$ cat src/rtl/lemmings_dig_scheduler.sv
// Round-robin owner of the single dig permit: pulses dig, times the dig, opens a hole on timeout.
// dig follows an IDLE sample by one cycle; requests are only sampled in IDLE, nothing is stalled upstream.
module lemmings_dig_scheduler #(
    parameter int N           = 4,
    parameter int MAX_DIG     = 16,
    parameter int ACK_TIMEOUT = 4,
    parameter int COOLDOWN    = 2
) (
    input  logic                 clk,
    input  logic                 areset,
    input  logic [N-1:0]         dig_req,
    input  logic [N-1:0]         lem_digging,
    output logic [N-1:0]         dig,
    output logic [N-1:0]         hole,
    output logic                 busy,
    output logic [$clog2(N)-1:0] owner,
    output logic                 denied
);

    localparam int OW   = $clog2(N);
    localparam int M1   = (MAX_DIG > ACK_TIMEOUT) ? MAX_DIG : ACK_TIMEOUT;
    localparam int CMAX = (M1 > COOLDOWN) ? M1 : COOLDOWN;
    localparam int CW   = $clog2(CMAX + 1);
    localparam logic [N-1:0] ONE = {{(N-1){1'b0}}, 1'b1};

    typedef enum logic [2:0] {
        IDLE    = 3'd0,
        GRANT   = 3'd1,
        ACK     = 3'd2,
        DIG     = 3'd3,
        RELEASE = 3'd4,
        COOL    = 3'd5
    } state_t;

    state_t        state, state_nxt;
    logic [CW-1:0] cnt, cnt_nxt;
    logic [OW-1:0] owner_nxt;
    logic [OW-1:0] last_owner, last_owner_nxt;
    logic          denied_nxt;

    logic [N-1:0]  upper_mask;
    logic [N-1:0]  req_hi;
    logic [N-1:0]  pick_src;
    logic [OW-1:0] pick_idx;

    // Requests above the previous owner win; otherwise wrap to the lowest requester.
    always_comb begin
        upper_mask = '0;
        for (int i = 0; i < N; i++) begin
            upper_mask[i] = (i > int'(last_owner));
        end
        req_hi   = dig_req & upper_mask;
        pick_src = (req_hi != '0) ? req_hi : dig_req;
        pick_idx = '0;
        for (int i = N - 1; i >= 0; i--) begin
            if (pick_src[i]) begin
                pick_idx = OW'(i);
            end
        end
    end

    always_comb begin
        state_nxt      = state;
        cnt_nxt        = cnt;
        owner_nxt      = owner;
        last_owner_nxt = last_owner;
        denied_nxt     = 1'b0;
        case (state)
            IDLE: begin
                if (dig_req != '0) begin
                    owner_nxt = pick_idx;
                    state_nxt = GRANT;
                end
            end
            GRANT: begin
                state_nxt = ACK;
                cnt_nxt   = '0;
            end
            ACK: begin
                if (lem_digging[owner]) begin
                    state_nxt = DIG;
                    cnt_nxt   = '0;
                end else if (int'(cnt) + 1 >= ACK_TIMEOUT - 1) begin
                    denied_nxt     = 1'b1;
                    state_nxt      = COOL;
                    cnt_nxt        = '0;
                    last_owner_nxt = owner;
                end else begin
                    cnt_nxt = cnt + CW'(1);
                end
            end
            DIG: begin
                if (!lem_digging[owner]) begin
                    state_nxt      = COOL;
                    cnt_nxt        = '0;
                    last_owner_nxt = owner;
                end else if (cnt == CW'(MAX_DIG - 1)) begin
                    state_nxt = RELEASE;
                    cnt_nxt   = '0;
                end else begin
                    cnt_nxt = cnt + CW'(1);
                end
            end
            RELEASE: begin
                if (!lem_digging[owner]) begin
                    state_nxt      = COOL;
                    cnt_nxt        = '0;
                    last_owner_nxt = owner;
                end
            end
            COOL: begin
                if (cnt == CW'(COOLDOWN - 1)) begin
                    state_nxt = IDLE;
                    cnt_nxt   = '0;
                end else begin
                    cnt_nxt = cnt + CW'(1);
                end
            end
            default: begin
                state_nxt = IDLE;
                cnt_nxt   = '0;
            end
        endcase
    end

    always_ff @(posedge clk or posedge areset) begin
        if (areset) begin
            state      <= IDLE;
            cnt        <= '0;
            owner      <= '0;
            last_owner <= OW'(N - 1);
            denied     <= 1'b0;
        end else begin
            state      <= state_nxt;
            cnt        <= cnt_nxt;
            owner      <= owner_nxt;
            last_owner <= last_owner_nxt;
            denied     <= denied_nxt;
        end
    end

    // Decoded from state so that reset drops dig and hole without waiting for an edge.
    assign busy = (state != IDLE);
    assign dig  = (state == GRANT)   ? (ONE << owner) : '0;
    assign hole = (state == RELEASE) ? (ONE << owner) : '0;

endmodule

$ cat config.mk
export PLATFORM = sky130hd
export DESIGN_NAME = lemmings_dig_scheduler
export DESIGN_NICKNAME = d
export VERILOG_FILES = /design/src/rtl/lemmings_dig_scheduler.sv
export SDC_FILE = /design/constraint.sdc
export NUM_CORES = 1
export LEC_CHECK = 0
export CORE_MARGIN = 2
export CORE_UTILIZATION = 61
export CTS_CLUSTER_DIAMETER = 150
export DETAILED_ROUTE_END_ITERATION = 12
export DONT_BUFFER_PORTS = 1
export PLACE_DENSITY = 0.82
export SYNTH_ARGS = -nofsm -noshare
export SYNTH_HDL_FRONTEND = slang
export SYNTH_SLANG_ARGS = --single-unit
export TNS_END_PERCENT = 30
$ cat constraint.sdc
create_clock -name clk -period 2.3 [get_ports clk]
set_clock_uncertainty 0.1 [all_clocks]
set_input_delay 0.69 -clock clk [delete_from_list [all_inputs] [get_ports clk]]
set_output_delay 0.69 -clock clk [all_outputs]
set_load 0.1 [all_outputs]
==> results.md, run 1 <==
* Global-route wire length before repair at 4530 um
* Final WL at approximately 4000 um
* FP Rows at 14
* Max-cap violation count at 0
* Critical path type: reg2out
* CP peak stage delay at ~0.49 ns
* Core Area at 1560 um^2
* Post-synth top cells: nand2_1, dfrtp_1, inv_1, nor2_1, a21oi_1
* Port bufs at 0
* Setup WS pre-CTS at ~0.036 ns
* Hold Crit Class: in2async
* Via count at 1198
* CP endpoint: dig[0]
* DP Cell Count at 156
* Status: finished with violations
* Fmax at roughly 0.43 GHz
* Nets at around 160
* RSZ-0062 raised after global routing: true
* Final WS setup at -0.0302 ns
* Drt first pass iters at 5
* Final worst-path cycle share at 1.01
* Initial antenna violation count at 0
* Final std cells w/o fill at 164
* Asr flop ratio synth at 1.00
* Hold_buf cts at 0
* Critical path, cell by cell: inv_2, nand3_4, nor3_4, buf_12
* Largest net degree at the start of global routing at 14
* Cell count after synthesis at between 100 and 150
* DRC violations left at 0
* Post-DR vias/cell at between 7 and 8
* Fin util at 0.934
* Tmin final at roughly 2.3 ns
* Boundary pin count at 22
* Sequential-to-total area share from yosys stat at 0.316
* R2R depth at 9
* Largest area contributor in the netlist: dfrtp_1
* Fillcell total at 44
* Crit path capture type: primary output
* Worst setup startpoint: state[1]
* Syn Nets at approximately 140
* CTS Buf Count at 3
* Vias in the first global route at approximately 980
* Power per cell area at between 1500 and 2000 nW/um^2
* WHS at 0.210 ns
* Clock tree buffer depth at 2
* Endpoints failing hold at 0
* DIE HEIGHT at around 45 um
* Req. time, crit path at between 1.5 and 2 ns
* Clock transition at the registers of the reported paths at around 0.090 ns
* Worst slew margin at 0.647
* Worst-margin pin slew at 0.528 ns
* Area grow syn2layout at 40.2%
* Synthesized flop and latch total at 13
* Peak VDD IR at 1.05 mV
* Top cell type's share of synthesized area at 0.265
* DR iter-0 viols at 82
* CTS tree: yes
* Area post-placement at about 1400 um^2
* Synth top area cells: dfrtp_1, nand2_1, ha_1, dfstp_2, inv_1
* R2r setup slk at about 0.02 ns
* Layout cells sized above 1 at 0.358
* Detail Placement HPWL at 2250 um
* CP Max Fanout at 8
* WL/cell at between 20 and 25 um
* RR Endpoint: last_owner[1]
* Fin Setup TNS at -0.0356 ns
* Antenna cells at 0
* Global route overflow at 0
* Clock latency on the worst-skew pair at just under 0.3 ns
* Synthesized area at between 1000 and 1500 um^2
* Final instance area at around 1500 um^2
* Synth cell types at 38
* Failing checks: setup timing
* Startpoint types: flip-flop
* Die W at 45.3 um
* RePlAce Congestion at 0.883
* GRT Total Usage at 0.316
* Syn Area/Cell at between 8 and 9 um^2
* Initial core utilization at 0.666
* Post-synth EDFFs at 0
* Crit-path slowest cell: dfrtp_2
* Die ar. at 2050 um^2
* Worst r2r src: cnt[1]
* H-Tree Depth at 1
* Cell with the most instances after synthesis: nand2_1
* Final Max Tran Viols at 0
* Clock Tree Root: clkbuf_4
* Syn. warnings at 0
* TritonCTS sink count at 13
* Crit path DAT at 1.54 ns
* Detail Route Antenna Nets at 0
* Total leakage power at between 0.5 and 0.6 nW
* Main flop type after synthesis: dfrtp_1
* Total Power at around 2.3 mW
* Final setup violation count at 2
[how the worst min path moves through the flow]
stage / startpoint / to / slack, ns / cells past startpoint
after floorplan: last_owner[0] / last_owner[0] / 0.40 / 2
after CTS: areset / denied / 0.21 / 1
after global placement: last_owner[0] / last_owner[0] / 0.42 / 2
after global routing: areset / denied / 0.24 / 1
after detailed placement: last_owner[0] / last_owner[0] / 0.43 / 2
final: areset / denied / 0.21 / 1
[state kept, by name, indices dropped and copies added (netlist names)]
name,cells
cnt,5
state,3
last_owner,2
owner,2
denied,1
[cell type report]
class	count	area, um^2	area share
clock buffer	3	22.5	0.0155
timing repair buffer	21	262	0.180
multi-input combinational	100	767	0.527
tap	16	20.0	0.0137
sequential	13	339	0.233
inverter	10	41.3	0.0284
clock inverter	1	5.00	0.00344
[layer usage]
layer / vias to the layer above / routed length [um] / track usage
li1: 503 / - / -
met4: 0 / 198 / 0.106
met3: 29 / 459 / 0.0600
met2: 119 / 1860 / 0.529
met1: 547 / 1360 / 0.409
met5: - / 0 / 0
[critical path, delay by kind of cell, from the launching register on]
kind,cells,cell delay (ns)
buffers and inverters,2,0.35
flip-flops,1,0.49
AND/OR/NAND/NOR,2,0.41
[cells in the final DEF, fill, tap and decap left out, drive strengths merged, types with 3 or more instances in the layout]
| cell | count |
|---|---|
| a21oi | 7 |
| buf | 21 |
| clkbuf | 3 |
| dfrtp | 11 |
| ha | 5 |
| inv | 9 |
| mux2 | 3 |
| nand2 | 17 |
| nand2b | 3 |
| nand3 | 6 |
| nor2 | 8 |
| nor2b | 6 |
| nor3 | 5 |
| o211ai | 4 |
| o21ai | 6 |
| o31a | 3 |
[report_power, final]
group | switching [mW] | internal (mW) | total [mW]
combinational | 1.04 | 0.552 | 1.59
sequential | 0.185 | 0.331 | 0.516
clock | 0.0891 | 0.0648 | 0.154
total | 1.31 | 0.948 | 2.26
[timing repair]
item	4_1_cts	5_1_grt
buffers inserted	0	4
setup endpoints to repair	7	13
pin swaps	0	4
resized for setup	5	7
[logic make-up after synthesis]
family / count (synthesis) / share of synthesized area
AOI/OAI and AO/OA: 36 / 0.239
xor gates and xnor gates: 3 / 0.0253
adders and majority gates: 5 / 0.0602
buffers and inverters: 15 / 0.0542
DFF: 13 / 0.316
muxes: 4 / 0.0542
and+or+nand+nor: 52 / 0.252
(Power assumes the default switching activity.)
==> inputs of run 2 (changes only) <==
--- a/config.mk
+++ b/config.mk
@@ -6,11 +6,10 @@
 export NUM_CORES = 1
 export LEC_CHECK = 0
 export CORE_MARGIN = 2
-export CORE_UTILIZATION = 61
+export CORE_UTILIZATION = 50
 export CTS_CLUSTER_DIAMETER = 150
 export DETAILED_ROUTE_END_ITERATION = 12
-export DONT_BUFFER_PORTS = 1
-export PLACE_DENSITY = 0.82
+export PLACE_DENSITY = 0.84
 export SYNTH_ARGS = -nofsm -noshare
 export SYNTH_HDL_FRONTEND = slang
 export SYNTH_SLANG_ARGS = --single-unit
==> constraint.sdc (replaced) <==
create_clock -name clk -period 2.25 [get_ports clk]
set_clock_uncertainty 0.1 [all_clocks]
set_input_delay 0.675 -clock clk [delete_from_list [all_inputs] [get_ports clk]]
set_output_delay 0.675 -clock clk [all_outputs]
set_load 0.1 [all_outputs]
==> results.md, run 2 (same netlist as run 1, synthesis figures left out) <==
* Regs by FF count: cnt (5), state (3) (unchanged)
* Initial core utilization at 0.529 (was 0.666)
* Endpoints failing hold at 0 (unchanged)
* Power per cell area at 1530 nW/um^2 (was 1550 nW/um^2)
* Vias in the first global route at 1196 (was 977)
* Buffers & Inverters on Critical Path at 2 (unchanged)
* Critical path type: reg2out (unchanged)
* Worst slew margin at 0.649 (was 0.647)
* Die W at 49.6 um (was 45.3 um)
* Top delay family on crit path: flip-flops (unchanged)
* Crit path DAT at 1.56 ns (was 1.54 ns)
* CTS Buf Count at 3 (unchanged)
* Total leakage power at 0.730 nW (was 0.580 nW)
* DIE HEIGHT at 49.6 um (was 45.3 um)
* Final WL at 4670 um (was 3880 um)
* Final WS setup at -0.0841 ns (was -0.0302 ns)
* Hold_buf cts at 0 (unchanged)
* Nets at 189 (was 164)
* GRT Total Usage at 0.319 (was 0.316)
* Hold Path Cell Cnt at 2
* Critical path, cell by cell: inv_4, nand3_4, nor3_4, buf_12 (was inv_2, nand3_4, nor3_4, buf_12)
* Antenna cells at 0 (unchanged)
* Commonest non-fill, non-tap cells in the layout: buf_4, nand2_1, buf_12 (was nand2_1, buf_4, buf_12)
* Port bufs at 21 (was 0)
* Req. time, crit path at 1.47 ns (was 1.51 ns)
* H-Tree Depth at 1 (unchanged)
* Commonest non-fill, non-tap cell in the layout: buf_4 (was nand2_1)
* Via count at 1330 (was 1198)
* Core Area at 1960 um^2 (was 1560 um^2)
* Final instance area at 1770 um^2 (was 1460 um^2)
* Largest net degree at the start of global routing at 14 (unchanged)
* Sequential cell area at 338 um^2 (was 339 um^2)
* FP Rows at 16 (was 14)
* Tmin final at between 2 and 2.5 ns
* Largest register FFs at 5 (unchanged)
* WL/cell at 23.4 um (was 23.7 um)
* DR iter-0 viols at 100 (was 82)
* Fmax at around 0.43 GHz
* Crit-path slowest cell: dfrtp_2 (unchanged)
* Detail Route Antenna Nets at 0 (unchanged)
* Clock transition at the registers of the reported paths at 0.10 ns (was 0.09 ns)
* Failing checks: setup timing (unchanged)
* CTS tree: yes (unchanged)
* Crit path capture type: primary output (unchanged)
* Worst r2r src: cnt[0] (was cnt[1])
* Final Max Tran Viols at 0 (unchanged)
* Peak VDD IR at 1.06 mV (was 1.05 mV)
* CP peak stage delay at 0.51 ns (was 0.49 ns)
* Critical path depth at 4 (unchanged)
* Worst-margin pin slew at 0.526 ns (was 0.528 ns)
* Global-route wire length before repair at 5880 um (was 4530 um)
* Area post-placement at 1580 um^2 (was 1370 um^2)
* Area grow syn2layout at 70.1% (was 40.2%)
* Total Power at 2.71 mW (was 2.26 mW)
* R2R depth at 9 (unchanged)
* RSZ-0062 raised after global routing: true (unchanged)
* RePlAce Congestion at 0.831 (was 0.883)
* Layout cells sized above 1 at 0.416 (was 0.358)
* CP Max Fanout at 8 (unchanged)
* Multi-input gate area at 788 um^2 (was 767 um^2)
* Worst Hold End: last_owner[0]
* Fin Setup TNS at -0.114 ns (was -0.0356 ns)
* Detail Placement HPWL at 2320 um (was 2250 um)
* Hold path startpoint: last_owner[0]
* DRC violations left at 0 (unchanged)
* RR Endpoint: cnt[2] (was last_owner[1])
* Post-DR vias/cell at 6.65 (was 7.30)
* Global route overflow at 0 (unchanged)
* Drt first pass iters at 5 (unchanged)
* Hold Crit Class: reg2reg (was in2async)
* Final setup violation count at 4 (was 2)
* Final worst-path cycle share at 1.04
* R2r setup slk at 0.03 ns (was 0.02 ns)
* Max-cap violation count at 0 (unchanged)
* Clock latency on the worst-skew pair at 0.30 ns (was 0.29 ns)
* TritonCTS sink count at 13 (unchanged)
* Largest Register: cnt (unchanged)
* Clock tree buffer depth at 2 (unchanged)
* Status: finished with violations (unchanged)
* Boundary pin count at 22 (unchanged)
* Setup WS pre-CTS at -0.464 ns (was 0.0358 ns)
* Clock Tree Root: clkbuf_4 (unchanged)
* Startpoint types: flip-flop (unchanged)
* Initial antenna violation count at 0 (unchanged)
* Die ar. at 2460 um^2 (was 2050 um^2)
* Fillcell total at 81 (was 44)
==> run 2: changes by cell type in the layout (fill, tap and decap cells not counted), moves of 4 or more <==
cell,delta
buf_4,+7
clkdlybuf4s50_1,+5
buf_12,+4
buf_6,+4
dlygate4sd2_1,+4
==> run 2: per-layer routing <==
metal  vias up  track usage  part of all wire
met4         0       0.0833             0.064
met2       133        0.582              0.49
met3        41       0.0636              0.11
met1       606        0.379              0.33
met5         -            0                 0
li1        550            -                 -
==> run 2: cell type report <==
cell class | count | share of cell area
Clock buffer | 3 | 0.0127
Clock inverter | 1 | 0.00283
Inverter | 10 | 0.0227
Multi-Input combinational cell | 100 | 0.446
Sequential cell | 13 | 0.191
Tap cell | 27 | 0.0191
Timing Repair Buffer | 46 | 0.305
==> run 2: power by group <==
part           switching, mW  internal (mW)
clock                 0.0921         0.0662
sequential             0.178          0.337
combinational           1.19          0.841
==> run 2: worst max path at each step <==
| stage | startpoint | to | slack, ns |
|---|---|---|---|
| final | state[2] | dig[0] | -0.08 |
| after global placement | lem_digging[3] | state[1] | -0.40 |
| after CTS | state[0] | dig[1] | -0.002 |
| after floorplan | owner[0] | dig[1] | -0.21 |
| after detailed placement | lem_digging[3] | state[1] | -0.46 |
| after global routing | state[2] | dig[0] | -0.11 |
==> run 2: repair_timing <==
item / 4_1_cts / 5_1_grt
gates cloned: 0 / 0
endpoints found under the setup margin: 13 / 14
gates resized for setup: 19 / 7
setup buffers: 2 / 10
pin swaps: 8 / 5
==> run 2: per-stage QoR <==
stage / utilization / hold WS (ns) / instances
finish: 0.901 / 0.482 / 200
global route: 0.901 / 0.497 / 200
floorplan: - / 0.400 / 128
CTS: 0.850 / 0.458 / 190
global placement: 0.806 / 0.422 / 184
detailed placement: 0.806 / 0.441 / 184
==> run 2: worst register-to-register path, delay by kind of cell (launching register included) <==
| kind | cells | cell delay (ns) |
|---|---|---|
| compound gates | 2 | 0.24 |
| flops | 1 | 0.44 |
| simple gates | 3 | 0.69 |
| fa+ha+maj | 2 | 0.46 |
| buf+inv | 2 | 0.24 |
==> inputs of run 3 (changes only) <==
--- a/config.mk
+++ b/config.mk
@@ -9,7 +9,9 @@
 export CORE_UTILIZATION = 50
 export CTS_CLUSTER_DIAMETER = 150
 export DETAILED_ROUTE_END_ITERATION = 12
-export PLACE_DENSITY = 0.84
+export MAX_ROUTING_LAYER = met4
+export PLACE_DENSITY = 0.79
+export SLEW_MARGIN = 20
 export SYNTH_ARGS = -nofsm -noshare
 export SYNTH_HDL_FRONTEND = slang
 export SYNTH_SLANG_ARGS = --single-unit
==> results.md, run 3 (same netlist as run 1, synthesis figures left out) <==
* Sequential Power Share at 0.199 (was 0.190)
* DR iter-0 viols at 67 (was 100)
* Vias in the first global route at 1154 (was 1196)
* Post-DR vias/cell at 6.24 (was 6.65)
* Drt first pass iters at 4 (was 5)
* Worst slew margin at 0.670 (was 0.649)
* Switch share at 0.538 (was 0.540)
* Fmax at 0.437 GHz (was 0.428 GHz)
* Die ar. at 2460 um^2 (unchanged)
* Startpoint types: flip-flop (unchanged)
* Comb pwr share at 0.742 (was 0.751)
* FP Rows at 16 (unchanged)
* Max-cap violation count at 0 (unchanged)
* Initial antenna violation count at 0 (unchanged)
* Final worst-path cycle share at 1.02 (was 1.04)
* CP Max Fanout at 6 (was 8)
* Die W at 49.6 um (unchanged)
* CTS Buf Count at 3 (unchanged)
* Initial core utilization at 0.529 (unchanged)
* RSZ-0062 raised after global routing: true (unchanged)
* Final Max Tran Viols at 0 (unchanged)
* Crit path capture type: flip-flop (was primary output)
* Status: finished with violations (unchanged)
* Crit-path slowest cell: dfrtp_2 (unchanged)
* Req. time, crit path at 2.38 ns (was 1.47 ns)
* Clock latency on the worst-skew pair at 0.28 ns (was 0.30 ns)
* Fin util at 0.874 (was 0.901)
* CP peak stage delay at 0.46 ns (was 0.51 ns)
* CTS tree: yes (unchanged)
* Layout cells sized above 1 at 0.401 (was 0.416)
* Endpoints failing hold at 0 (unchanged)
* DIE HEIGHT at 49.6 um (unchanged)
* Final std cells w/o fill at 194 (was 200)
* Tmin final at 2.29 ns (was 2.33 ns)
* Clock power share at 0.059 (was 0.058)
* Fin Setup TNS at -0.0497 ns (was -0.114 ns)
* Commonest non-fill, non-tap cells in the layout: nand2_1, buf_4, buf_12 (was buf_4, nand2_1, buf_12)
* Regs by FF count: cnt (5), state (3) (unchanged)
* Sequential cell area at 340 um^2 (was 338 um^2)
* Largest net degree at the start of global routing at 14 (unchanged)
* Core Area at 1960 um^2 (unchanged)
* Via count at 1210 (was 1330)
* Failing checks: setup timing (unchanged)
* Global route overflow at 0 (unchanged)
* Hold_buf cts at 0 (unchanged)
* Port bufs at 21 (unchanged)
* Power per cell area at 1450 nW/um^2 (was 1530 nW/um^2)
* H-Tree Depth at 1 (unchanged)
* Clock transition at the registers of the reported paths at 0.08 ns (was 0.10 ns)
* RePlAce Congestion at 0.865 (was 0.831)
* DRC violations left at 0 (unchanged)
* Worst-margin pin slew at 0.495 ns (was 0.526 ns)
* Largest Register: cnt (unchanged)
* Antenna cells at 0 (unchanged)
* DP Cell Count at 182 (was 184)
* Setup WS pre-CTS at -0.407 ns (was -0.464 ns)
* Peak VDD IR at 0.860 mV (was 1.06 mV)
* Hold Crit Class: reg2reg (unchanged)
* Fillcell total at 107 (was 81)
* Global-route wire length before repair at 5490 um (was 5880 um)
* GRT Total Usage at 0.301 (was 0.319)
* Critical path type: reg2reg (was reg2out)
* Nets at 183 (was 189)
* Boundary pin count at 22 (unchanged)
* WL/cell at 19.8 um (was 23.4 um)
* Final setup violation count at 3 (was 4)
* Crit path DAT at 2.42 ns (was 1.56 ns)
* Sw Pwr at 1.34 mW (was 1.46 mW)
* Detail Placement HPWL at 2440 um (was 2320 um)
* Clock tree buffer depth at 2 (unchanged)
* Internal power at 1.15 mW (was 1.24 mW)
* TritonCTS sink count at 13 (unchanged)
* Critical path, cell by cell: ha_2, nand3_1, inv_1, ha_1, nor4bb_1, a32oi_2, buf_4, nor3b_1, a21o_1 (was inv_4, nand3_4, nor3_4, buf_12)
* Final WL at 3840 um (was 4670 um)
* Total leakage power at 0.718 nW (was 0.730 nW)
* Final WS setup at -0.0407 ns (was -0.0841 ns)
* Clock Tree Root: clkbuf_4 (unchanged)
* Area grow syn2layout at 65.2% (was 70.1%)
* WHS at 0.446 ns (was 0.482 ns)
* Largest register FFs at 5 (unchanged)
* Detail Route Antenna Nets at 0 (unchanged)
* Multi-input gate area at 790 um^2 (was 788 um^2)
run 3: final timing paths:
check | from | to | slack (ns) | cells after the start
setup / recovery | cnt[1] | cnt[2] | -0.04 | 9
hold / removal | last_owner[0] | last_owner[0] | 0.45 | 2
setup reg to reg | cnt[1] | cnt[2] | -0.04 | 9
hold reg to reg | last_owner[0] | last_owner[0] | 0.45 | 2
max in group asynchronous | areset | owner[0] | 1.07 | 2
min in group asynchronous | areset | cnt[3] | 0.60 | 2
run 3: per-stage QoR:
stage | total power, mW | area [um^2]
after floorplan | 1.56 | 1160
after global placement | 2.02 | 1570
after detailed placement | 2.08 | 1570
after CTS | 2.30 | 1640
after global routing | 2.59 | 1720
final | 2.48 | 1720
run 3: area by class of cell:
class | count | share of cell area
clock inverters | 1 | 0.00292
repair buffers | 40 | 0.284
inverters | 10 | 0.0219
flip-flops and latches | 13 | 0.198
multi-input cells | 100 | 0.460
clock buffers | 3 | 0.0131
well taps | 27 | 0.0197
run 3: critical path, delay by kind of cell, from the launching register on:
kind                     cells  cell delay, ns
AND/OR/NAND/NOR              3            0.79
flip-flops                   1            0.46
adder cells (fa/ha/maj)      2            0.42
buffers and inverters        2            0.23
AO/OA/AOI/OAI                2            0.22
run 3: power by group through the flow:
| stage | clock (mW) | combinational, mW | sequential [mW] |
|---|---|---|---|
| 2_1_floorplan | 0 | 0.997 | 0.559 |
| 3_3_place_gp | 0 | 1.54 | 0.484 |
| 3_5_place_dp | 0 | 1.59 | 0.494 |
| 4_1_cts | 0.145 | 1.67 | 0.483 |
| 5_1_grt | 0.161 | 1.92 | 0.506 |
| 6_report | 0.147 | 1.84 | 0.494 |
run 3: timing repair:
item                                    4_1_cts  5_1_grt
buffers inserted                              4        4
endpoints found under the hold margin         0        0
endpoints found under the setup margin       13       16
resized for setup                            10       12
pin swaps                                     4        5
run 3: layer usage:
layer,GRT usage,vias to the layer above,wire (um)
li1,-,541,-
met1,0.363,573,1380
met2,0.520,86,2000
met3,0.0333,10,360
met4,0.106,0,93
met5,-,-,0
